File: config.mk
export PLATFORM = sky130hd
export DESIGN_NAME = board_reset_sequencer
export DESIGN_NICKNAME = d
export VERILOG_FILES = /design/src/rtl/board_reset_sequencer.sv
export SDC_FILE = /design/constraint.sdc
export NUM_CORES = 1
export LEC_CHECK = 0
export ABC_AREA = 1
export CORE_MARGIN = 2
export CORE_UTILIZATION = 30
export DETAILED_ROUTE_END_ITERATION = 10
export PLACE_DENSITY = 0.43
export SYNTH_ARGS = -nofsm -noshare
export SYNTH_HDL_FRONTEND = slang
export SYNTH_SLANG_ARGS = --single-unit
File: constraint.sdc
create_clock -name clk -period 4.2 [get_ports clk]
set_input_delay 0.42 -clock clk [delete_from_list [all_inputs] [get_ports clk]]
set_output_delay 0.42 -clock clk [all_outputs]
set_load 0.01 [all_outputs]
File: src/rtl/board_reset_sequencer.sv
// Board reset controller: button debounce, PLL reset pulse, lock supervision with retry, staged channel release.
// Optional lock-loss counter port is built when RSTSEQ_LOSS_COUNT_EN is defined.
module board_reset_sequencer #(
   parameter int CHANNELS           = 2,
   parameter int DEBOUNCE_CYCLES    = 240000,
   parameter int PLL_RST_CYCLES     = 24,
   parameter int LOCK_STABLE_CYCLES = 1024,
   parameter int STAGE_GAP          = 16,
   parameter int LOCK_TIMEOUT       = 2400000,
   parameter int BTN_ACTIVE_LOW     = 1
) (
   input  logic                clk,
   input  logic                reset_n,
   input  logic                btn_in,
   input  logic                pll_locked,
   output logic                pll_rst,
   output logic [CHANNELS-1:0] chan_reset,
   output logic                all_released,
   output logic [2:0]          state_dbg
`ifdef RSTSEQ_LOSS_COUNT_EN
   ,
   output logic [7:0]          lock_loss_count
`endif
);

   localparam int REL_LAST_I = (CHANNELS - 1) * STAGE_GAP;
   localparam int MAX_A      = (PLL_RST_CYCLES > LOCK_STABLE_CYCLES) ? PLL_RST_CYCLES : LOCK_STABLE_CYCLES;
   localparam int MAX_B      = (LOCK_TIMEOUT > REL_LAST_I + 1) ? LOCK_TIMEOUT : REL_LAST_I + 1;
   localparam int CNT_MAX    = (MAX_A > MAX_B) ? MAX_A : MAX_B;
   localparam int CNT_W      = $clog2(CNT_MAX + 1);
   localparam int DB_W       = $clog2(DEBOUNCE_CYCLES + 1);
   localparam logic BTN_LOW  = (BTN_ACTIVE_LOW != 0);

   localparam logic [CNT_W-1:0] PLL_LAST = CNT_W'(PLL_RST_CYCLES - 1);
   localparam logic [CNT_W-1:0] TO_LAST  = CNT_W'(LOCK_TIMEOUT - 1);
   localparam logic [CNT_W-1:0] STB_LAST = CNT_W'(LOCK_STABLE_CYCLES - 1);
   localparam logic [CNT_W-1:0] REL_LAST = CNT_W'(REL_LAST_I);
   localparam logic [DB_W-1:0]  DB_LAST  = DB_W'(DEBOUNCE_CYCLES - 1);

   typedef enum logic [2:0] {
      S_PLLRST   = 3'd0,
      S_WAITLOCK = 3'd1,
      S_STABLE   = 3'd2,
      S_RELEASE  = 3'd3,
      S_RUN      = 3'd4
   } state_t;

   logic [1:0]          r_btn_sync;
   logic [1:0]          r_lock_sync;
   logic                r_btn_db;
   logic [DB_W-1:0]     r_db_cnt;
   logic                r_press;
   state_t              r_state;
   logic [CNT_W-1:0]    r_cnt;
   logic                r_pll_rst;
   logic [CHANNELS-1:0] r_chan_reset;
   logic                r_all_released;

   logic                w_btn_sample;
   logic                w_lock;
   state_t              w_state_nx;
   logic [CNT_W-1:0]    w_cnt_nx;
   logic                w_pll_rst_nx;
   logic [CHANNELS-1:0] w_chan_nx;
   logic                w_all_nx;

   // r_btn_db holds the accepted level as "pressed" (1) regardless of button polarity.
   assign w_btn_sample = r_btn_sync[1] ^ BTN_LOW;
   assign w_lock       = r_lock_sync[1];

   always_ff @(posedge clk) begin
      if (!reset_n) begin
         r_btn_sync  <= {2{BTN_LOW}};
         r_lock_sync <= 2'b00;
         r_btn_db    <= 1'b0;
         r_db_cnt    <= '0;
         r_press     <= 1'b0;
      end else begin
         r_btn_sync  <= {r_btn_sync[0], btn_in};
         r_lock_sync <= {r_lock_sync[0], pll_locked};
         r_press     <= 1'b0;
         if (w_btn_sample == r_btn_db) begin
            r_db_cnt <= '0;
         end else if (r_db_cnt == DB_LAST) begin
            r_btn_db <= w_btn_sample;
            r_db_cnt <= '0;
            r_press  <= w_btn_sample;
         end else begin
            r_db_cnt <= r_db_cnt + DB_W'(1);
         end
      end
   end

   always_ff @(posedge clk) begin
      if (!reset_n) begin
         r_state        <= S_PLLRST;
         r_cnt          <= '0;
         r_pll_rst      <= 1'b1;
         r_chan_reset   <= '1;
         r_all_released <= 1'b0;
      end else begin
         r_state        <= w_state_nx;
         r_cnt          <= w_cnt_nx;
         r_pll_rst      <= w_pll_rst_nx;
         r_chan_reset   <= w_chan_nx;
         r_all_released <= w_all_nx;
      end
   end

   // Outputs are computed for the next state so they change on the same edge as the state.
   always_comb begin
      w_state_nx   = r_state;
      w_cnt_nx     = r_cnt;
      w_pll_rst_nx = r_pll_rst;
      w_chan_nx    = r_chan_reset;
      w_all_nx     = r_all_released;
      if (r_press) begin
         w_state_nx   = S_PLLRST;
         w_cnt_nx     = '0;
         w_pll_rst_nx = 1'b1;
         w_chan_nx    = '1;
         w_all_nx     = 1'b0;
      end else begin
         case (r_state)
            S_PLLRST: begin
               if (r_cnt == PLL_LAST) begin
                  w_state_nx   = S_WAITLOCK;
                  w_cnt_nx     = '0;
                  w_pll_rst_nx = 1'b0;
               end else begin
                  w_cnt_nx = r_cnt + CNT_W'(1);
               end
            end
            S_WAITLOCK: begin
               if (w_lock) begin
                  w_state_nx = S_STABLE;
                  w_cnt_nx   = '0;
               end else if (r_cnt == TO_LAST) begin
                  w_state_nx   = S_PLLRST;
                  w_cnt_nx     = '0;
                  w_pll_rst_nx = 1'b1;
               end else begin
                  w_cnt_nx = r_cnt + CNT_W'(1);
               end
            end
            S_STABLE: begin
               if (!w_lock) begin
                  w_state_nx = S_WAITLOCK;
                  w_cnt_nx   = '0;
               end else if (r_cnt == STB_LAST) begin
                  w_state_nx   = S_RELEASE;
                  w_cnt_nx     = '0;
                  w_chan_nx[0] = 1'b0;
               end else begin
                  w_cnt_nx = r_cnt + CNT_W'(1);
               end
            end
            S_RELEASE: begin
               if (!w_lock) begin
                  w_state_nx = S_WAITLOCK;
                  w_cnt_nx   = '0;
                  w_chan_nx  = '1;
               end else if (r_cnt == REL_LAST) begin
                  w_state_nx = S_RUN;
                  w_cnt_nx   = '0;
                  w_all_nx   = 1'b1;
               end else begin
                  w_cnt_nx = r_cnt + CNT_W'(1);
                  for (int i = 1; i < CHANNELS; i++) begin
                     if (r_cnt == CNT_W'(i * STAGE_GAP - 1)) w_chan_nx[i] = 1'b0;
                  end
               end
            end
            S_RUN: begin
               if (!w_lock) begin
                  w_state_nx = S_WAITLOCK;
                  w_cnt_nx   = '0;
                  w_chan_nx  = '1;
                  w_all_nx   = 1'b0;
               end
            end
            default: begin
               w_state_nx   = S_PLLRST;
               w_cnt_nx     = '0;
               w_pll_rst_nx = 1'b1;
               w_chan_nx    = '1;
               w_all_nx     = 1'b0;
            end
         endcase
      end
   end

   assign pll_rst      = r_pll_rst;
   assign chan_reset   = r_chan_reset;
   assign all_released = r_all_released;
   assign state_dbg    = r_state;

`ifdef RSTSEQ_LOSS_COUNT_EN
   logic [7:0] r_loss_cnt;
   logic       w_loss;

   // A press wins over lock loss, so that edge is not a lock-loss exit.
   assign w_loss = !r_press && !w_lock &&
                   ((r_state == S_STABLE) || (r_state == S_RELEASE) || (r_state == S_RUN));

   always_ff @(posedge clk) begin
      if (!reset_n) begin
         r_loss_cnt <= 8'd0;
      end else if (w_loss && (r_loss_cnt != 8'hFF)) begin
         r_loss_cnt <= r_loss_cnt + 8'd1;
      end
   end

   assign lock_loss_count = r_loss_cnt;
`endif

endmodule
==> results_dict.tcl <==
set metrics [dict create \
    cellLeakagePower_nw 1.39 \
    tightest_slew_ns 0.775 \
    num_rows 37 \
    avgSynthCellArea_um2 6.41 \
    busiest_layer "met2" \
    outcome "finished clean" \
    syn-num-nets 507 \
    hold_violations 0 \
    post_drt_wl_per_cell_um 12.5 \
    rr_worst_depth 7 \
    startpoint_type "flop" \
    setup_viol 0 \
    post_cts_resized 0 \
    startpoint "r_lock_sync[1]" \
    overflow 0 \
    coreArea_mm2 0.0103 \
    post-route-drc-count 0 \
    worstPathCellList "nand3_1 > inv_1 > a21oi_1 > nand3_1 > nand2_1 > nand2_1 > nor2_1" \
    n_antenna_cell 0 \
    worstSkewPairLatency_ns 0.33 \
    yosysWarnings 0 \
    syn_area_mm2 0.00320 \
    cp-endpoint "state_dbg[0]" \
    tns_ns 0 \
    cp_num_buf_inv 1 \
    dp.cells 632 \
    reg2reg_from "r_lock_sync[1]" \
    max_freq_mhz 465 \
    worstPathRequired_ns 4.43 \
    grt_pass1_vias 2825 \
    grtUsageMet2 0.233 \
    hp-class "flop to flop" \
    portBuffers 10 \
    cp_slowest_cell "inv_1" \
    antenna_found_initial 0 \
    routed_wl_um 8030 \
    start_util 0.310 \
    ir_drop_v 0.000207 \
    area_growth_syn_to_layout_pct 9.14 \
    gp_congestion 0.823 \
    cts-root-buf "clkbuf_8" \
    die-area_mm2 0.0115 \
    synth_cell_types 35 \
    cts_max_level 2 \
    fin_crit_ns 2.15 \
    grt_max_degree 23 \
    ys_ff_latch 53 \
    drv_slew 0 \
    path_class "flop to flop" \
    cts_made_buffers 5 \
    nets 510 \
    cp.arrival_ns 2.38 \
    clock_path_buffers 2 \
    grt_util_met1 0.219 \
    drtPass1Iterations 5 \
    io_pins 11 \
    maxCapViolations 0 \
    p_per_area_mw_per_mm2 338 \
    hold_slack_ns 0.422 \
    crit_fanout 22 \
    cts_setup_buffers 0 \
    syn_inst 500 \
    cpPeakStageDelay_ns 0.67 \
    critPathTopFamily "simple AND/OR/NAND/NOR gates" \
    cp-end-kind "flop" \
    grt_util_all_layers 0.154 \
    ant_nets 0 \
    worst-r2r-setup-slack_ns 2.05 \
    clk_pin_slew_ns 0.12 \
    finalPower_w 0.00118 \
    viasPerCell 4.76 \
    cts.hold.buffers_added 0 \
    grt_setup_unrepaired "no" \
    max_slew_margin 0.483 \
    mostFrequentLayoutCell "nand2_1" \
    drt_iter0_drc 149 \
    die_h_um 107 \
    vias 3049 \
    crit_cells 7 \
    stdcell_count 640 \
    die_w_um 107 \
    fin_worst_skew_ns 0.0122 \
    dp_hpwl_um 6000 \
    met3_usage 0.0278 \
    grt_pass1_wl_um 14000 \
    clock_sinks 53 \
    cts_tree "done" \
    period_share 0.513 \
    final_cell_mix "126 x nand2_1, 73 x nor2_1, 65 x inv_1" \
    r2r-end "state_dbg[0]" \
    drive_above_1_share 0.0635 \
    ys_seq_area_frac 0.331 \
]
per-stage QoR:
stage | cell area [um2] | setup slack, ns | utilization
floorplan | 3200 | 2.55 | -
global placement | 3400 | 1.93 | 0.329
detailed placement | 3400 | 1.94 | 0.329
CTS | 3500 | 2.03 | 0.339
global route | 3500 | 1.79 | 0.339
finish | 3500 | 2.05 | 0.339
Yosys cell counts, drive strengths merged:
cell	n	area share
nand2	130	0.16
o41ai	1	0.0027
nor2	79	0.10
dfxtp	53	0.33
nor3	18	0.032
xnor2	4	0.011
o211ai	4	0.0094
nand4	18	0.040
ha	3	0.012
a211oi	2	0.0047
o21bai	2	0.0047
xor2	14	0.038
nor4	1	0.0020
a21oi	28	0.044
buf	11	0.021
a31oi	1	0.0020
nor3b	2	0.0047
o21ai	8	0.014
inv	69	0.081
o2111ai	5	0.014
o21a	1	0.0023
clkbuf	4	0.0047
or2	4	0.0078
clkinv	1	0.0012
and3	1	0.0020
nand3	36	0.059
how the worst min path moves through the flow:
stage                    from              to  slack, ns  depth (start not counted)
3_3_place_gp   r_lock_sync[0]  r_lock_sync[1]       0.40                          2
6_report        r_btn_sync[0]   r_btn_sync[1]       0.42                          1
4_1_cts         r_btn_sync[0]   r_btn_sync[1]       0.43                          1
2_1_floorplan  r_lock_sync[0]  r_lock_sync[1]       0.39                          2
3_5_place_dp   r_lock_sync[0]  r_lock_sync[1]       0.41                          2
5_1_grt         r_btn_sync[0]   r_btn_sync[1]       0.43                          1
flip-flops by register name, summed over array words and instances (netlist names), 2 cells and up:
name and flops:
chan_reset 2, r_btn_sync 2, r_cnt 22, state_dbg 3, r_lock_sync 2, r_db_cnt 18
layout make-up:
cell class / count / area [um2]
fill: 1123 / 6830
multi-input combinational: 362 / 1800
sequential: 53 / 1060
inverter: 70 / 263
tap: 136 / 170
timing repair buffer: 11 / 108
clock buffer: 5 / 68.8
clock inverter: 3 / 28.8
kinds of logic after synthesis:
logic type	after synthesis	share of synthesized area
simple gates	289	0.403
xor+xnor	18	0.0492
compound gates	52	0.0969
buf+inv	85	0.108
fa+ha+maj	3	0.0117
flops	53	0.331
metal layers:
layer | part of all wire | vias to the layer above
met5 | 0 | -
met4 | 0.017 | 0
met3 | 0.052 | 10
met2 | 0.42 | 58
met1 | 0.51 | 1375
li1 | - | 1606
report_power, final:
| group | leakage, nW | internal, W | switching [W] |
|---|---|---|---|
| registers | 0.429 | 0.000531 | 0.0000445 |
| logic | 0.909 | 0.000101 | 0.000179 |
| clock network | 0.0506 | 0.000125 | 0.000199 |
| total | 1.39 | 0.000758 | 0.000422 |
Power figures use the tool's default switching activity.
